## src/rtl/mesh_pkg.sv

```systemverilog
// -----------------------------------------------------------------------------
// mesh_pkg
//  Shared definitions for the mesh terminal injector: packet field widths,
//  the broadcast code, the buffer-status FSM encoding, the destination
//  legality helper and the packet header builder.
// -----------------------------------------------------------------------------
package mesh_pkg;

  localparam int JUMP_W = 8;
  localparam int ROW_W  = 4;
  localparam int COL_W  = 4;
  localparam int MODE_W = 1;
  // Everything in front of the payload: nxt_jump, row, col, mode.
  localparam int HDR_W  = JUMP_W + ROW_W + COL_W + MODE_W;

  localparam logic [ROW_W+COL_W-1:0] BDCST_DEF = 8'hFF;

  typedef enum logic [1:0] {
    ST_EMPTY = 2'd0,
    ST_PART  = 2'd1,
    ST_FULL  = 2'd2
  } inj_state_e;

  typedef struct packed {
    logic [JUMP_W-1:0] jump;
    logic [ROW_W-1:0]  row;
    logic [COL_W-1:0]  col;
    logic              mode;
  } pkt_hdr_t;

  // Terminals sit on the ring around the mesh: rows 0 / rows+1 along the top
  // and bottom edges, columns 0 / columns+1 along the sides. The four corners
  // and every interior router coordinate have no terminal attached.
  function automatic logic is_legal_dest(
    input logic [ROW_W-1:0]       row,
    input logic [COL_W-1:0]       col,
    input int                     rows,
    input int                     columns,
    input logic [ROW_W+COL_W-1:0] bdcst = BDCST_DEF
  );
    int   r;
    int   c;
    logic on_row_edge;
    logic on_col_edge;
    r = int'(row);
    c = int'(col);
    on_row_edge = ((r == 0) || (r == rows + 1)) && (c >= 1) && (c <= columns);
    on_col_edge = ((c == 0) || (c == columns + 1)) && (r >= 1) && (r <= rows);
    return ({row, col} == bdcst) || on_row_edge || on_col_edge;
  endfunction

  // nxt_jump is left zero; the router fills it in.
  function automatic pkt_hdr_t build_hdr(
    input logic [ROW_W-1:0] row,
    input logic [COL_W-1:0] col,
    input logic             mode
  );
    pkt_hdr_t h;
    h.jump = '0;
    h.row  = row;
    h.col  = col;
    h.mode = mode;
    return h;
  endfunction

endpackage

```

## src/rtl/mesh_term_injector_if.sv

```systemverilog
// -----------------------------------------------------------------------------
// mesh_term_injector_if
//  Bundles the host request channel (valid/ready + destination/mode/payload)
//  and the router-facing FWFT channel (pndng/data/popin).
//  master : the agent side (host drives requests, router drives popin)
//  slave  : the injector
// -----------------------------------------------------------------------------
interface mesh_term_injector_if #(
  parameter int PAKG_SIZE = 32
);
  logic                 req_valid;
  logic                 req_ready;
  logic [3:0]           req_row;
  logic [3:0]           req_col;
  logic                 req_mode;
  logic [PAKG_SIZE-18:0] req_pyld;

  logic                 pndng;
  logic [PAKG_SIZE-1:0] data;
  logic                 popin;

  modport master (
    output req_valid, req_row, req_col, req_mode, req_pyld, popin,
    input  req_ready, pndng, data
  );

  modport slave (
    input  req_valid, req_row, req_col, req_mode, req_pyld, popin,
    output req_ready, pndng, data
  );
endinterface

```

## src/rtl/mesh_inj_fifo.sv

```systemverilog
// -----------------------------------------------------------------------------
// mesh_inj_fifo
//  First-word-fall-through synchronous FIFO. The head entry is visible on
//  dout_o combinationally from storage; a push becomes visible through
//  count/empty one cycle later (no empty bypass).
//  Ports:
//    clk_i, rst_i (async, active-low)
//    push_i/din_i : write request (ignored when full)
//    pop_i        : remove head (ignored when empty)
//    dout_o       : entry at read pointer
//    full_o, empty_o, count_o : occupancy from the registered count
// -----------------------------------------------------------------------------
module mesh_inj_fifo #(
  parameter  int WIDTH = 32,
  parameter  int DEPTH = 16,
  localparam int AW    = $clog2(DEPTH),
  localparam int CW    = AW + 1
) (
  input  logic             clk_i,
  input  logic             rst_i,
  input  logic             push_i,
  input  logic [WIDTH-1:0] din_i,
  input  logic             pop_i,
  output logic [WIDTH-1:0] dout_o,
  output logic             full_o,
  output logic             empty_o,
  output logic [CW-1:0]    count_o
);

  logic [WIDTH-1:0] mem_q [DEPTH];
  logic [WIDTH-1:0] mem_d [DEPTH];
  logic [AW-1:0]    wr_ptr_q, wr_ptr_d;
  logic [AW-1:0]    rd_ptr_q, rd_ptr_d;
  logic [CW-1:0]    count_q, count_d;
  logic             do_push;
  logic             do_pop;

  assign full_o  = (count_q == CW'(DEPTH));
  assign empty_o = (count_q == '0);
  assign count_o = count_q;
  assign dout_o  = mem_q[rd_ptr_q];

  assign do_push = push_i && !full_o;
  assign do_pop  = pop_i && !empty_o;

  always_comb begin
    mem_d    = mem_q;
    wr_ptr_d = wr_ptr_q;
    rd_ptr_d = rd_ptr_q;
    count_d  = count_q;
    if (do_push) begin
      mem_d[wr_ptr_q] = din_i;
      wr_ptr_d        = wr_ptr_q + 1'b1;  // DEPTH is a power of two: natural wrap
    end
    if (do_pop) begin
      rd_ptr_d = rd_ptr_q + 1'b1;
    end
    case ({do_push, do_pop})
      2'b10:   count_d = count_q + 1'b1;
      2'b01:   count_d = count_q - 1'b1;
      default: count_d = count_q;
    endcase
  end

  // Storage is cleared on reset so data_o reads zero straight out of reset.
  always_ff @(posedge clk_i or negedge rst_i) begin
    if (!rst_i) begin
      for (int i = 0; i < DEPTH; i++) begin
        mem_q[i] <= '0;
      end
      wr_ptr_q <= '0;
      rd_ptr_q <= '0;
      count_q  <= '0;
    end else begin
      mem_q    <= mem_d;
      wr_ptr_q <= wr_ptr_d;
      rd_ptr_q <= rd_ptr_d;
      count_q  <= count_d;
    end
  end

endmodule

```

## src/rtl/mesh_term_injector.sv

```systemverilog
// -----------------------------------------------------------------------------
// mesh_term_injector
//  Terminal-side injection stage in front of one mesh router input port.
//  Host requests are legality-checked, formatted into router packets and
//  buffered in an FWFT FIFO whose head drives the router's pndng/data pair.
//  Ports:
//    clk_i, rst_i (async, active-low)
//    bus        : slave side of mesh_term_injector_if (request + router channel)
//    err_o      : sticky, set once an illegal destination has been rejected
//    inj_cnt_o  : packets written into the buffer (wraps)
//    rej_cnt_o  : requests rejected as illegal (wraps)
// -----------------------------------------------------------------------------
module mesh_term_injector
  import mesh_pkg::*;
#(
  parameter int         ROWS       = 4,
  parameter int         COLUMNS    = 4,
  parameter int         PAKG_SIZE  = 32,
  parameter int         FIFO_DEPTH = 16,
  parameter logic [7:0] BDCST      = 8'hFF
) (
  input  logic                 clk_i,
  input  logic                 rst_i,
  mesh_term_injector_if.slave  bus,
  output logic                 err_o,
  output logic [15:0]          inj_cnt_o,
  output logic [15:0]          rej_cnt_o
);

  localparam int CNT_W = $clog2(FIFO_DEPTH) + 1;

  inj_state_e           state_q, state_d;
  logic [15:0]          inj_cnt_q, inj_cnt_d;
  logic [15:0]          rej_cnt_q, rej_cnt_d;
  logic                 err_q, err_d;

  logic                 legal;
  logic                 handshake;
  logic                 push;
  logic                 pop;
  logic                 ready;
  pkt_hdr_t             hdr;
  logic [PAKG_SIZE-1:0] pkt;

  logic                 fifo_full;
  logic                 fifo_empty;
  logic [CNT_W-1:0]     fifo_count;

  assign legal     = is_legal_dest(bus.req_row, bus.req_col, ROWS, COLUMNS, BDCST);
  assign handshake = bus.req_valid && ready;
  assign push      = handshake && legal;
  assign pop       = bus.popin && !fifo_empty;

  assign hdr = build_hdr(bus.req_row, bus.req_col, bus.req_mode);
  assign pkt = {hdr, bus.req_pyld};

  mesh_inj_fifo #(
    .WIDTH (PAKG_SIZE),
    .DEPTH (FIFO_DEPTH)
  ) u_fifo (
    .clk_i   (clk_i),
    .rst_i   (rst_i),
    .push_i  (push),
    .din_i   (pkt),
    .pop_i   (bus.popin),
    .dout_o  (bus.data),
    .full_o  (fifo_full),
    .empty_o (fifo_empty),
    .count_o (fifo_count)
  );

  assign bus.pndng   = !fifo_empty;
  assign bus.req_ready = ready;
  assign err_o       = err_q;
  assign inj_cnt_o   = inj_cnt_q;
  assign rej_cnt_o   = rej_cnt_q;

  // ---------------- status FSM: state register ----------------
  always_ff @(posedge clk_i or negedge rst_i) begin
    if (!rst_i) begin
      state_q <= ST_EMPTY;
    end else begin
      state_q <= state_d;
    end
  end

  // ---------------- status FSM: next state ----------------
  // Transitions look at the registered count plus this cycle's push/pop,
  // so FULL/EMPTY are entered on the same edge the count reaches the bound.
  always_comb begin
    state_d = state_q;
    case (state_q)
      ST_EMPTY: begin
        if (push) state_d = ST_PART;
      end
      ST_PART: begin
        if (push && !pop && (fifo_count == CNT_W'(FIFO_DEPTH - 1))) begin
          state_d = ST_FULL;
        end else if (pop && !push && (fifo_count == CNT_W'(1))) begin
          state_d = ST_EMPTY;
        end
      end
      ST_FULL: begin
        if (pop) state_d = ST_PART;
      end
      default: state_d = ST_EMPTY;
    endcase
  end

  // ---------------- status FSM: outputs ----------------
  // Ready is held low through reset; otherwise it drops only when the buffer
  // is full (both the FSM and the FIFO's own count agree on that).
  always_comb begin
    ready = 1'b0;
    if (rst_i && (state_q != ST_FULL) && !fifo_full) begin
      ready = 1'b1;
    end
  end

  // ---------------- counters and sticky error ----------------
  always_comb begin
    inj_cnt_d = inj_cnt_q;
    rej_cnt_d = rej_cnt_q;
    err_d     = err_q;
    if (push) begin
      inj_cnt_d = inj_cnt_q + 16'd1;
    end
    if (handshake && !legal) begin
      rej_cnt_d = rej_cnt_q + 16'd1;
      err_d     = 1'b1;
    end
  end

  always_ff @(posedge clk_i or negedge rst_i) begin
    if (!rst_i) begin
      inj_cnt_q <= '0;
      rej_cnt_q <= '0;
      err_q     <= 1'b0;
    end else begin
      inj_cnt_q <= inj_cnt_d;
      rej_cnt_q <= rej_cnt_d;
      err_q     <= err_d;
    end
  end

endmodule

```

## src/flat_wrapper.sv

```systemverilog
// flat-port wrapper written by rule: the top's interface ports become plain ports
module mesh_term_injector_flat import mesh_pkg::*;
#(
  parameter int         ROWS       = 4,
  parameter int         COLUMNS    = 4,
  parameter int         PAKG_SIZE  = 32,
  parameter int         FIFO_DEPTH = 16,
  parameter logic [7:0] BDCST      = 8'hFF
)
  (clk_i, rst_i, err_o, inj_cnt_o, rej_cnt_o, bus_req_valid, bus_req_row, bus_req_col, bus_req_mode, bus_req_pyld, bus_popin, bus_req_ready, bus_pndng, bus_data);
  mesh_term_injector_if #(.PAKG_SIZE(PAKG_SIZE)) bus_i ();
  input  logic clk_i;
  input  logic rst_i;
  output logic err_o;
  output logic [15:0] inj_cnt_o;
  output logic [15:0] rej_cnt_o;
  input wire logic [$bits(bus_i.req_valid)-1:0] bus_req_valid;
  input wire logic [$bits(bus_i.req_row)-1:0] bus_req_row;
  input wire logic [$bits(bus_i.req_col)-1:0] bus_req_col;
  input wire logic [$bits(bus_i.req_mode)-1:0] bus_req_mode;
  input wire logic [$bits(bus_i.req_pyld)-1:0] bus_req_pyld;
  input wire logic [$bits(bus_i.popin)-1:0] bus_popin;
  output wire logic [$bits(bus_i.req_ready)-1:0] bus_req_ready;
  output wire logic [$bits(bus_i.pndng)-1:0] bus_pndng;
  output wire logic [$bits(bus_i.data)-1:0] bus_data;
  assign bus_i.req_valid = bus_req_valid;
  assign bus_i.req_row = bus_req_row;
  assign bus_i.req_col = bus_req_col;
  assign bus_i.req_mode = bus_req_mode;
  assign bus_i.req_pyld = bus_req_pyld;
  assign bus_i.popin = bus_popin;
  assign bus_req_ready = bus_i.req_ready;
  assign bus_pndng = bus_i.pndng;
  assign bus_data = bus_i.data;
  mesh_term_injector #(.ROWS(ROWS), .COLUMNS(COLUMNS), .PAKG_SIZE(PAKG_SIZE), .FIFO_DEPTH(FIFO_DEPTH), .BDCST(BDCST)) u_core (.clk_i(clk_i), .rst_i(rst_i), .bus(bus_i), .err_o(err_o), .inj_cnt_o(inj_cnt_o), .rej_cnt_o(rej_cnt_o));
endmodule
```

## config.mk

```make
export PLATFORM = sky130hd
export DESIGN_NAME = mesh_term_injector_flat
export DESIGN_NICKNAME = d
export VERILOG_FILES = /design/src/rtl/mesh_pkg.sv /design/src/rtl/mesh_term_injector_if.sv /design/src/rtl/mesh_inj_fifo.sv /design/src/rtl/mesh_term_injector.sv /design/src/flat_wrapper.sv
export SDC_FILE = /design/constraint.sdc
export NUM_CORES = 1
export LEC_CHECK = 0
export ABC_CLOCK_PERIOD_IN_PS = 3030
export BUFFER_PORTS_ARGS = -buffer_cell sky130_fd_sc_hd__buf_2
export CORE_MARGIN = 5
export CORE_UTILIZATION = 55
export DETAILED_ROUTE_END_ITERATION = 10
export GPL_TIMING_DRIVEN = 0
export PLACE_DENSITY = 0.73
export REMOVE_ABC_BUFFERS = 1
export SLEW_MARGIN = 20
export SYNTH_ARGS = -nofsm -noshare
export SYNTH_HDL_FRONTEND = slang
export SYNTH_SLANG_ARGS = --single-unit
```

## constraint.sdc

```tcl
create_clock -name clk_i -period 3.03 [get_ports clk_i]
set_input_delay 0.303 -clock clk_i [delete_from_list [all_inputs] [get_ports clk_i]]
set_output_delay 0.303 -clock clk_i [all_outputs]
set_load 0.03 [all_outputs]
```

# Yosys cells after proc, flatten, opt, wreduce, memory -nomap -nowiden
# Cells that the tools add are included.
# Widths: inputs -> output; s select.
[op_classes]
eq_ne = 14
multipliers = 0
n_bitwise = 2
div_mod_pow = 0
shift = 0
magnitude_cmp = 7
reduce_logical = 31
mux = 13
add_sub_neg = 6
[ops]
columns = ["cell", "n"]
rows = [
  ["$bwmux 512", 1],
  ["$bmux 32 s4", 1],
  ["$demux 32 s4", 1],
  ["$mux 32", 3],
  ["$add 16x1->16 const B", 2],
  ["$logic_and 1x1->1", 16],
  ["$ge 5x5->1 const B", 2],
  ["$not 4->5", 2],
  ["$pmux 5 s2", 1],
  ["$add 4x1->4 const B", 2],
  ["$eq 4x4->1 const B", 2],
  ["$eq 8x8->1 const B", 1],
  ["$ge 4x1->1 const B", 2],
  ["$le 4x3->1 const B", 2],
  ["$logic_not 4->1", 2],
  ["$mux 2", 4],
  ["$pmux 2 s3", 1],
  ["$add 5x1->5 const B", 1],
  ["$eq 5x1->1 const B", 1],
  ["$eq 5x4->1 const B", 1],
  ["$eq 5x5->1 const B", 1],
  ["$logic_not 1->1", 5],
  ["$logic_not 5->1", 1],
  ["$lt 5x1->1 const B", 1],
  ["other kinds (11)", 17],
]
[totals]
memories = 0
output_inout_bits = 67
rom_bits = 0
latch_bits = 0
inputBits = 28
register_bits = 560
elab_cells = 96
ram_bits = 0

# Longest topological paths before layout
[depth]
ltp_word = 13
depth_mapped = 11
depth_no_buf = 9

# Hierarchy
# Synthesis repeated with hierarchy kept, for this count alone.
[unflattened]
cells_unflattened = 1762
hier_area_um2 = 26121.3
[by_module_without_submodules]
columns = ["module", "seq_area_each_um2", "n_inst", "area_each_um2", "cells_each"]
rows = [
  ["mesh_inj_fifo", 13137.6, 1, 24360.9, 1597],
  ["mesh_term_injector", 875.8, 1, 1760.4, 165],
]

# Worst setup path before layout
# No wires, ideal clock.
[synth_path]
path_kind = "in2reg"
from = "in bus_req_row[0]"
to = "reg u_core.u_fifo.count_q[2] (netlist: u_core.u_fifo.count_o[2])"
path_stages = 10
setup_ns = 0.127
path_buffers = 3
setup_slack_ns = 0.411
required_time_ns = 2.903
arrival_ns = 2.492
path_cell_list = "buf_2 nor3_1 and4bb_2 o31ai_4 clkbuf_1 ha_1 clkbuf_1 mux2i_1 nor2_1 xor2_1"
[synth_between]
elab_chain_cells = 10
word_cells_on_any_way = 18
classes_between = "2 x order compare; 4 x eq/ne; 1 x mux; 11 x reduce/logical"
[synth_rtl]
columns = ["element", "line", "text"]
rows = [
  ["from (decl)", "flat_wrapper.sv:18", "input wire logic [$bits(bus_i.req_row)-1:0] bus_req_row;"],
  ["branches (longest 5 deep; another with $ge 4x1->1)", "-", ""],
  ["$logic_or 1x1->1 *", "mesh_pkg.sv:49", "return ({row, col} == bdcst) || on_row_edge || on_col_edge;"],
  ["$logic_and 1x1->1 *", "mesh_term_injector.sv:51", "assign push = handshake && legal;"],
  ["$logic_and 1x1->1 *", "mesh_inj_fifo.sv:43", "assign do_push = push_i && !full_o;"],
  ["$eq 2x1->1 or $eq 2x2->1 (tied branches)", "mesh_inj_fifo.sv:58", "case ({do_push, do_pop})"],
  ["$pmux 5 s2 or $reduce_bool 2->1 (tied branches)", "-", ""],
  ["to (signal assigned)", "mesh_inj_fifo.sv:78", "count_q <= count_d;"],
  ["to (decl)", "mesh_inj_fifo.sv:34", "logic [CW-1:0] count_q, count_d;"],
]
# Mark *: on every way between the ends.
# A chain may end at the register's enable or synchronous reset.

# Worst setup path in the final report
[layout_path]
from = "reg u_core.u_fifo.rd_ptr_q[0]"
to = "out bus_data[13]"
[layout_between]
elab_chain_cells = 4
[layout_rtl]
columns = ["element", "line", "text"]
rows = [
  ["from (decl)", "mesh_inj_fifo.sv:33", "logic [AW-1:0] rd_ptr_q, rd_ptr_d;"],
  ["from (signal assigned)", "mesh_inj_fifo.sv:77", "rd_ptr_q <= rd_ptr_d;"],
  ["$not 4->5 (implied by the code)", "mesh_inj_fifo.sv:41", "assign dout_o = mem_q[rd_ptr_q];"],
  ["$bmux 32 s4", "mesh_inj_fifo.sv:41", ""],
  ["$mux 32 (implied by the code) (2 in series)", "mesh_inj_fifo.sv:41", ""],
  ["to (decl)", "flat_wrapper.sv:25", "output wire logic [$bits(bus_i.data)-1:0] bus_data;"],
]
# No other way between the ends. The select of a mux whose other input is x is not followed.

==> results.txt <==
The worst register-to-register path has a setup slack of between 100 and 150 ps. The number of clock sinks is 432. In this run, distinct cell masters in the synthesized netlist total 41. The number of buffers on the longest clock path is 3.

The sequential cell area fraction in the yosys report is 0.542. The leftover overflow at the end of global routing is 0. The critical path is of the register to output port type. The final period utilization came out at 0.981. The worst setup path is launched from a register. The fraction of layout cells with a size suffix above 1 is 0.336. In the routed layout, each cell is associated on average with a via count of roughly 6.2.

The hold violation count in the final report came to 0. The worst path buffer plus inverter count is 2. The die height is 200 µm.

Setup violations remaining at the end of the flow were counted as 0. During synthesis, Yosys emitted a total of 0 warnings. The slowest stage of the critical path is the sky130_fd_sc_hd__mux4_2 cell. In this run the worst hold path is classified as primary input to asynchronous set/reset pin. By count the netlist is led by sky130_fd_sc_hd__dfrtp_1 (432), sky130_fd_sc_hd__mux2_1 (304), sky130_fd_sc_hd__mux4_2 (120), sky130_fd_sc_hd__mux2_2 (63), sky130_fd_sc_hd__clkbuf_1 (51). The worst setup path is captured at an output port. The total vias in the final route is between 10000 and 15000. Of the total power, the share spent switching nets is 0.297. The signed area change from the synthesized netlist to the final layout is 18.0%. The H-tree level count came out at 2.

The startpoint identified for the worst register-to-register timing path is u_core.u_fifo.count_o[0]$_DFFE_PN0P_. The final layout contains routed wiring with a total length of slightly below 50 mm. The biggest area consumer among synthesized cells is sky130_fd_sc_hd__dfrtp_1. The via count of the first global-routing pass came out at 12467. The total die area is roughly 40000 µm². The final setup slack of the worst path came out at 57.1 ps.

The peak supply drop came out at about 0.00053 V. The area after detailed placement is ~21000 µm². The routed length per placed instance is between 20 and 30 µm. Timing analysis after detailed placement gives a worst setup slack of -1890 ps. For this run, the share of the core covered by cells in the final layout is 0.660. By instance count, the leading cell after synthesis is sky130_fd_sc_hd__dfrtp_1. The critical path depth is 4. The CTS buffer count is 46. The clock group share of total power came out at 0.346.

TritonCTS built the clock tree. The floorplan step set the die width to ~200 µm. The flow ran to the end, and the final reports show no timing, DRC or antenna violations. The count of TritonRoute iterations in the first routing pass came out at 4.

The number of enable-type register cells in the synthesized netlist came out at 0. After floorplanning, the core was divided into just under 70 placement rows. Of the total power, combinational logic draws 0.221.

The transition at the pin with the smallest max-transition slack is around 1000 ps. The total I/O pin count is 95. Walking the worst path, the cells encountered are buf_16 > mux4_2 > mux4_2 > buf_2. Ranked by total cell area, the synthesized netlist is headed by sky130_fd_sc_hd__dfrtp_1 (54%), sky130_fd_sc_hd__mux2_1 (17%), sky130_fd_sc_hd__mux4_2 (14%), sky130_fd_sc_hd__mux2_2 (3.6%), sky130_fd_sc_hd__mux2_4 (1.5%). The analysis attributes to net switching a power of 4.67 mW. The tree is rooted in a sky130_fd_sc_hd__clkbuf_16. Data arrives at the worst endpoint at about 2700 ps. The remaining number of nets flagged by the antenna check after routing is 0. The number of maximum-capacitance constraint violations came out at 0. The count of input and output buffers came out at 86. The family with the most delay on the worst path is multiplexers. The area share of the leading cell type in the synthesized netlist came out at 0.542. The fraction of registers with async set/reset came out at 1.00. Setup repair after global routing could not meet its margin everywhere. The flop and latch count out of synthesis came out at ~430. The maximum clock skew at final layout is roughly 32 ps. The critical path ends at bus_data[13]. The total power per unit cell area came out at about 670 nW/µm². The filler cell count came out at about 2500. The starting utilization of the core area is 0.560.

The sequential power share is 0.433. Static timing analysis puts the maximum clock frequency at roughly 340 MHz. The pin count of the biggest net entering global routing is just under 90. In this design, the critical path's most frequently occurring cell is sky130_fd_sc_hd__mux4_2. The max-slew violation count is 0.

The initial antenna violation count came to 1. The length in cells of the worst reg-to-reg path came out at 7. The internal portion of the total power is 11.0 mW. The biggest fanout along the worst timing path came out at 28.

The total track usage came out at 0.249. Clock-pin slew was measured on the worst setup and hold paths at ~60 ps. In the final design database the tool counted between 1000 and 1500 nets. The first global-routing pass estimated about 77 mm of wire. The number of design-rule violations left by the first detailed-router iteration came out at between 700 and 800. The predominant post-synthesis flop cell is sky130_fd_sc_hd__dfrtp_1. In this run the cell area of the synthesized design comes to about 20000 µm². The DRC violation count after routing is 0. The shortest period the worst path allows came out at 2970 ps. The count of mapped cells out of synthesis came out at ~1300. The worst register-to-register path ends at u_core.u_fifo.mem_q[160]$_DFFE_PN0P_. The wire-length estimate of the detail-placed layout is 25.3 mm. The floorplan core area came out at between 30000 and 40000 µm². The final non-filler cell area is about 24000 µm². In this run the static leakage power is roughly 12 nW.

The antenna diode count is 0. The delay of the slowest critical-path stage came out at roughly 560 ps. The clock insertion delay at the later pin of the skew report is between 500 and 600 ps. The first element of the critical path is u_core.u_fifo.rd_ptr_q[0]$_DFFE_PN0P_. STA puts the critical path data required time at ~2700 ps. In the final timing run, aggregate negative setup slack is 0 ps. In this run the tightest slew margin relative to its limit is 0.314.

The global placer's final weighted congestion came out at 0.792. A synthesized cell averages 15.9 µm².
## placed cells by master (no fill, tap or decap), types with 5 or more instances in the layout
cell type                       count
sky130_fd_sc_hd__buf_12            23
sky130_fd_sc_hd__mux2_2            63
sky130_fd_sc_hd__and3_1             5
sky130_fd_sc_hd__nand4_1           13
sky130_fd_sc_hd__buf_4             33
sky130_fd_sc_hd__buf_2             84
sky130_fd_sc_hd__xnor2_1           22
sky130_fd_sc_hd__dlygate4sd3_1      5
sky130_fd_sc_hd__clkinv_2           6
sky130_fd_sc_hd__nand4_4           14
sky130_fd_sc_hd__mux2_1           304
sky130_fd_sc_hd__clkbuf_16         47
sky130_fd_sc_hd__mux4_2           120
sky130_fd_sc_hd__dfrtp_1          428
sky130_fd_sc_hd__ha_1              13
sky130_fd_sc_hd__xor2_1            20
sky130_fd_sc_hd__mux2_4            20
sky130_fd_sc_hd__nor2_1            14
sky130_fd_sc_hd__clkbuf_1          13
sky130_fd_sc_hd__buf_16            13
sky130_fd_sc_hd__clkbuf_8           7
sky130_fd_sc_hd__buf_8              6
sky130_fd_sc_hd__nand4_2            7
sky130_fd_sc_hd__conb_1             8
sky130_fd_sc_hd__nand3_1           20
sky130_fd_sc_hd__inv_1             12
sky130_fd_sc_hd__nor3_1            16
sky130_fd_sc_hd__nand2_1           18
## area by class of cell
type	count	area, µm²	share of cell area
clock buffers	67	1320	0.0561
well taps	461	577	0.0245
repair buffers	173	1810	0.0768
clock inverters	10	108	0.00457
flip-flops and latches	432	10800	0.460
inverters	12	45.0	0.00191
multi-input cells	718	8860	0.376
## per-layer routing
metal  vias to the layer above  GRT usage  wire length [µm]  share of wire
met2                       318      0.402             24100           0.49
met5                         -          0                14        0.00028
met1                      6320      0.350             21200           0.43
met4                         2     0.0801              1400          0.028
li1                       4945          -                 -              -
met3                        92     0.0446              2770          0.056
## worst min path at each step
stage / from / endpoint / slack [ps]
6_report: rst_i / u_core.u_fifo.mem_q[387]$_DFFE_PN0P_ / 10
2_1_floorplan: rst_i / u_core.err_o$_DFFE_PN0P_ / 7
3_5_place_dp: rst_i / u_core.u_fifo.mem_q[459]$_DFFE_PN0P_ / 290
3_3_place_gp: u_core.err_o$_DFFE_PN0P_ / u_core.err_o$_DFFE_PN0P_ / 450
4_1_cts: rst_i / u_core.rej_cnt_o[3]$_DFFE_PN0P_ / 2
5_1_grt: rst_i / u_core.u_fifo.mem_q[343]$_DFFE_PN0P_ / 20
## power by group through the flow
stage	Clock [mW]	Sequential [mW]	Combinational, mW
after CTS	5.52	6.81	3.48
final	5.43	6.79	3.47
after global placement	0	7.29	2.15
after detailed placement	0	6.95	3.14
after floorplan	0	7.14	1.67
after global routing	5.75	6.85	3.72
## worst min-delay path: cells and delay by family
kind / cells / cell delay [ps]
buf+inv: 3 / 640
## through the flow
| stage | total power [mW] | hold slack, ps | std cells |
|---|---|---|---|
| global placement | 9.43 | 449 | 1699 |
| floorplan | 8.81 | 7.41 | 1152 |
| detailed placement | 10.1 | 289 | 1721 |
| finish | 15.7 | 14.3 | 1873 |
| global route | 16.3 | 23.3 | 1873 |
| CTS | 15.8 | 1.83 | 1870 |
## flip-flops by register name (all words and copies together), names as in the netlist
signal	count
u_core.u_fifo.wr_ptr_q	4
u_core.rej_cnt_o	16
u_core.u_fifo.mem_q	384
u_core.u_fifo.rd_ptr_q	4
u_core.u_fifo.count_o	5
u_core.state_q	2
u_core.err_o	1
u_core.inj_cnt_o	16
## kinds of logic (layout without fill, tap and decap cells)
kind of cell | Yosys count | in the layout | share of synthesized area
adder cells (fa/ha/maj) | 13 | 13 | 0.00815
flip-flops | 432 | 432 | 0.542
multiplexers | 508 | 508 | 0.358
XOR/XNOR | 42 | 42 | 0.0184
buffers and inverters | 124 | 262 | 0.0300
AND/OR/NAND/NOR | 126 | 136 | 0.0391
AO/OA/AOI/OAI | 11 | 11 | 0.00414
other | 1 | 8 | 0.000188
## what timing repair did
item	4_1_cts	5_1_grt
endpoints found under the setup margin	439	131
hold endpoints to repair	85	0
hold buffers	12	0
cloned	15	0
gates resized for setup	8	3
buffers inserted	45	2
pin swaps	6	0
Note: power is estimated with default switching activity, not from simulation.
